==> config.mk <==
export PLATFORM = sky130hd
export DESIGN_NAME = addr_decoder_lat
export DESIGN_NICKNAME = d
export VERILOG_FILES = /design/src/rtl/addr_decoder_lat.sv
export SDC_FILE = /design/constraint.sdc
export NUM_CORES = 1
export LEC_CHECK = 0
export ABC_AREA = 1
export ABC_CLOCK_PERIOD_IN_PS = 1500
export BUFFER_PORTS_ARGS = -buffer_cell sky130_fd_sc_hd__buf_2
export CORE_ASPECT_RATIO = 1.1
export CORE_MARGIN = 5
export CORE_UTILIZATION = 53
export DETAILED_ROUTE_END_ITERATION = 8
export GPL_ROUTABILITY_DRIVEN = 0
export GPL_TIMING_DRIVEN = 0
export PLACE_DENSITY = 0.76
export SLEW_MARGIN = 20
export SYNTH_ARGS = -nofsm -noshare
export SYNTH_HDL_FRONTEND = slang
export SYNTH_SLANG_ARGS = --single-unit
==> constraint.sdc <==
create_clock -name clk -period 1.5 [get_ports clk]
set_input_delay 0.15 -clock clk [delete_from_list [all_inputs] [get_ports clk]]
set_output_delay 0.15 -clock clk [all_outputs]
set_load 0.02 [all_outputs]
==> src/rtl/addr_decoder_lat.sv <==
// Multi-channel N-to-2^N address decoder with a shared transparent-low address
// latch, registered active-low outputs and per-channel level / one-shot pulse modes.
module addr_decoder_lat #(
    parameter int ADDR_W    = 2,
    parameter int CH        = 2,
    parameter int PULSE_LEN = 4
) (
    input  logic                          clk,
    input  logic                          reset,
    input  logic                          cen,
    input  logic [ADDR_W-1:0]             addr,
    input  logic                          le_n,
    input  logic [CH-1:0]                 g1,
    input  logic [CH-1:0]                 g2_n,
    input  logic [CH-1:0]                 mode,
    output logic [CH*(2**ADDR_W)-1:0]     o_n,
    output logic [CH-1:0]                 busy
);

    localparam int D  = 2 ** ADDR_W;
    localparam int CW = $clog2(PULSE_LEN + 1);

    typedef enum logic [1:0] {
        ST_IDLE = 2'd0,
        ST_FIRE = 2'd1,
        ST_HOLD = 2'd2
    } state_t;

    logic [ADDR_W-1:0] addr_q, addr_d;
    logic [D-1:0]      dec_n;

    always_comb begin
        addr_d = addr_q;
        if (cen && !le_n) begin
            addr_d = addr;
        end
    end

    // NOTE: sequential state uses non-blocking assignments so every flop samples pre-edge values.
    always_ff @(posedge clk or posedge reset) begin
        if (reset) begin
            addr_q <= '0;
        end else begin
            addr_q <= addr_d;
        end
    end

    // Decoded pattern is always built from the latched address, never the live bus.
    assign dec_n = ~(D'(1) << addr_q);

    for (genvar c = 0; c < CH; c++) begin : g_ch
        state_t            state_q, state_d;
        logic              mode_q, mode_d;
        logic              en_prev_q, en_prev_d;
        logic              busy_q, busy_d;
        logic [CW-1:0]     cnt_q, cnt_d;
        logic [ADDR_W-1:0] sel_q, sel_d;
        logic [D-1:0]      o_n_q, o_n_d;
        logic              en;

        assign en = g1[c] & ~g2_n[c];

        // NOTE: every next-state signal gets a hold default first, so no latch is inferred.
        always_comb begin
            state_d   = state_q;
            mode_d    = mode_q;
            en_prev_d = en_prev_q;
            busy_d    = busy_q;
            cnt_d     = cnt_q;
            sel_d     = sel_q;
            o_n_d     = o_n_q;

            if (cen) begin
                en_prev_d = en;
                case (state_q)
                    ST_IDLE: begin
                        mode_d = mode[c];
                        if (!mode_q) begin
                            o_n_d = en ? dec_n : '1;
                        end else if (en && !en_prev_q) begin
                            sel_d   = addr_q;
                            cnt_d   = CW'(PULSE_LEN - 1);
                            o_n_d   = dec_n;
                            state_d = ST_FIRE;
                        end else begin
                            o_n_d = '1;
                        end
                    end
                    ST_FIRE: begin
                        // Strobe bit was frozen at entry; en and addr_q are ignored until expiry.
                        if (cnt_q != '0) begin
                            cnt_d = cnt_q - CW'(1);
                        end else begin
                            o_n_d   = '1;
                            state_d = en ? ST_HOLD : ST_IDLE;
                        end
                    end
                    ST_HOLD: begin
                        o_n_d = '1;
                        if (!en) begin
                            state_d = ST_IDLE;
                        end
                    end
                    default: begin
                        o_n_d   = '1;
                        state_d = ST_IDLE;
                    end
                endcase
                busy_d = (state_d != ST_IDLE);
            end
        end

        // NOTE: all per-channel registers, counter and select included, take a defined reset value.
        always_ff @(posedge clk or posedge reset) begin
            if (reset) begin
                state_q   <= ST_IDLE;
                mode_q    <= 1'b0;
                en_prev_q <= 1'b0;
                busy_q    <= 1'b0;
                cnt_q     <= '0;
                sel_q     <= '0;
                o_n_q     <= '1;
            end else begin
                state_q   <= state_d;
                mode_q    <= mode_d;
                en_prev_q <= en_prev_d;
                busy_q    <= busy_d;
                cnt_q     <= cnt_d;
                sel_q     <= sel_d;
                o_n_q     <= o_n_d;
            end
        end

        assign o_n[c*D +: D] = o_n_q;
        assign busy[c]       = busy_q;
    end

endmodule

==> metrics.txt <==
maximum number of pins on one net before global-route repair 27; final-report setup violation count 0; Post-Synthesis Cell Area approximately 1300 sq um; H-tree depth 1; endpoint required time on the critical path around 1.7 ns; relative slew slack between 40% and 50%; synth top area cells dfrtp_1 (34%), dfstp_2 (16%), nand2_1 (13%), nor2_1 (6.2%), inv_1 (5.6%); Worst-Skew Late Latency ~0.32 ns; placement row count 19; die area ~3600 sq um; number of warnings printed during yosys synthesis 0; top cell type by total area after synthesis dfrtp_1; ANT cells 0; Total Routing Usage GR about 16%; Clock Sink Count 26; final clock period utilization by the worst path roughly nine tenths; met3 Usage GRT 3.099%; PwrDens 1710 nW/um^2; Vert. Die Dim 62.59 um; total negative slack for setup checks 0 ns; unrepaired setup endpoints after global routing no; Core Box Area around 2400 sq um; buffer type at the clock tree root clkbuf_4; Synth Net Count 184; CP arrival roughly 1.6 ns; final hold violation count 0; clock tree from TritonCTS built; category of the most critical setup path reg -> reg; Worst-path clk slew about 0.15 ns; register bit count reported by yosys 26; Iter 0 DRT Violations 25; via count roughly 1100; half-perimeter wire length after placement around 2.0 mm; CTS max path bufs 2; register area ~660 sq um; multi-input logic area about 570 sq um; critical path fanouts, max 5; Syn-to-layout area delta 16.43%; initial antenna violation count 0; final net count 212; peak supply drop just over 0.001 V; Pwr Total 2.653 mW; class of the worst hold path in -> reg; number of DRC violations after detailed routing 0; post-route antenna net violation count 0; number of inserted filler cells in the final layout 209; fraction of post-synthesis cell area in the top cell type by area around a third; count of cell types in the netlist 22; Slew Viols, Final 0; capturing element type of the critical path flip-flop; type of origin of the critical path flip-flop; first drt pass iteration count 4; GRT met2 Usage between 20% and 30%; width of the chip between 50 and 60 um; TritonCTS Buffers 3; mean cell area of the mapped netlist approximately 7.9 sq um; Avg WL per Cell between 10 and 15 um; grt met1 use 20.05%; count of mapped cells out of synthesis ~170; outcome finished, final reports clean; effective utilization at floorplan 54.42%; I/O pin count 22; post-DR vias/cell ~4.9; vias in the first global route ~1100; count of buffers inserted at the top-level ports 21; Final Skew a little over 0.007 ns; highest attainable clock frequency around 0.74 GHz; routed wire length ~2.7 mm; leakage power total around 0.78 nW; minimum clock period between 1 and 1.5 ns; peak-usage layer in the global routing report met2; reported max-cap violation count 0; global-route wire length before repair around 4.6 mm; transition time at the pin with the least slew margin 0.8748 ns; GRT Residual Overflow 0; fraction of layout cells with a size suffix above 1 around 23%; sequential cell area fraction in the yosys report between 40% and 50%
==> area by class of cell <==
cell class	instances	area share [%]
flip-flops and latches	26	42.58
multi-input cells	117	37.02
repair buffers	23	7.903
well taps	31	2.500
clock buffers	3	1.452
inverters	22	5.323
plain buffers	3	1.290
clock inverters	1	1.935
==> worst max-delay path: stages, from the launching register on <==
cell	delay, ns
dfrtp_1	0.39
inv_1	0.06
ha_1	0.19
nand2_1	0.16
nand2_1	0.08
nand2_1	0.11
nand2_1	0.13
nand2_1	0.08
nand2_1	0.05
==> layer usage <==
metal | part of all wire [%] | vias to the layer above
met4 | 0.72 | 0
li1 | - | 584
met5 | 0 | -
met1 | 44 | 515
met2 | 51 | 15
met3 | 4.0 | 2
==> synthesized netlist by cell type <==
cell type  count
nand2_1       45
nor2_1        22
inv_1         20
dfrtp_1       18
a21oi_1       13
o21ai_0       10
nand3_1        9
dfstp_2        8
ha_1           4
nor3_1         3
buf_4          2
inv_2          2
nor2_4         2
xnor2_1        2
a21oi_4        1
buf_2          1
nand4_1        1
nor2_2         1
nor4_1         1
o21ai_1        1
or2_1          1
or2_2          1
==> final timing paths <==
| check | start | to | slack (ns) | cells after the start |
|---|---|---|---|---|
| worst max-delay path | g_ch[0].cnt_q[0] | g_ch[0].cnt_q[0] | 0.16 | 8 |
| worst min-delay path | mode[1] | g_ch[1].mode_q | 0.06 | 3 |
| worst max register to register | g_ch[0].cnt_q[0] | g_ch[0].cnt_q[0] | 0.16 | 8 |
| worst min register to register | g_ch[1].cnt_q[1] | g_ch[1].cnt_q[1] | 0.49 | 2 |
| max in group asynchronous | reset | g_ch[1].cnt_q[2] | 0.66 | 3 |
| min in group asynchronous | reset | g_ch[0].cnt_q[2] | 0.42 | 3 |
==> layout by cell type, fill, tap and decap left out <==
cell | synthesis | final
nor3_1 | 3 | 3
nand2_1 | 45 | 45
or2_2 | 1 | 1
ha_1 | 4 | 4
o21ai_0 | 10 | 10
buf_4 | 2 | 3
a21oi_4 | 1 | 1
xnor2_1 | 2 | 2
o21ai_1 | 1 | 1
clkinv_1 | 0 | 1
nor2_1 | 22 | 22
dfstp_2 | 8 | 8
a21oi_1 | 13 | 13
dfrtp_1 | 18 | 18
inv_2 | 2 | 2
nor2_4 | 2 | 3
nor4_1 | 1 | 1
nand3_1 | 9 | 9
or2_1 | 1 | 1
buf_2 | 1 | 22
dlygate4sd3_1 | 0 | 1
nand4_1 | 1 | 1
inv_1 | 20 | 19
clkbuf_4 | 0 | 3
bufinv_16 | 0 | 1
==> report_power, final <==
part           internal [mW]  leakage, nW  switching (mW)
sequential             0.941        0.308           0.161
clock                  0.270       0.0279           0.214
combinational          0.397        0.441           0.670
==> metrics by stage <==
stage	worst slack [ns]	hold slack, ns	util, %	instances	instance area, sq um
finish	0.1557	0.06376	63.36	226	1551
global route	0.01137	0.03934	63.36	226	1551
CTS	0.1170	0.04404	62.44	224	1529
detailed placement	0.1357	0.3900	60.30	220	1476
global placement	0.1800	0.3875	60.30	220	1476
floorplan	0.3057	0.1841	-	168	1333
==> flip-flops by register name, indices dropped and copies added, names as in the netlist <==
name            cells
g_ch.en_prev_q      2
g_ch.busy_q         2
addr_q              2
g_ch.state_q        4
g_ch.mode_q         2
g_ch.cnt_q          6
g_ch.o_n_q          8
==> what timing repair did <==
item	4_1_cts	5_1_grt
resized for setup	0	1
hold endpoints to repair	0	18
buffers inserted	0	1
setup endpoints to repair	0	2
hold buffers	0	1
==> cells by family (layout without fill, tap and decap cells) <==
group	after synthesis	after routing	share of synthesized area, %
adder cells (fa/ha/maj)	4	4	3.756
buffers and inverters	25	52	7.699
AO/OA/AOI/OAI	25	25	10.23
flip-flops	26	26	49.58
XOR/XNOR	2	2	1.315
AND/OR/NAND/NOR	86	86	27.42
(Power assumes the default switching activity.)
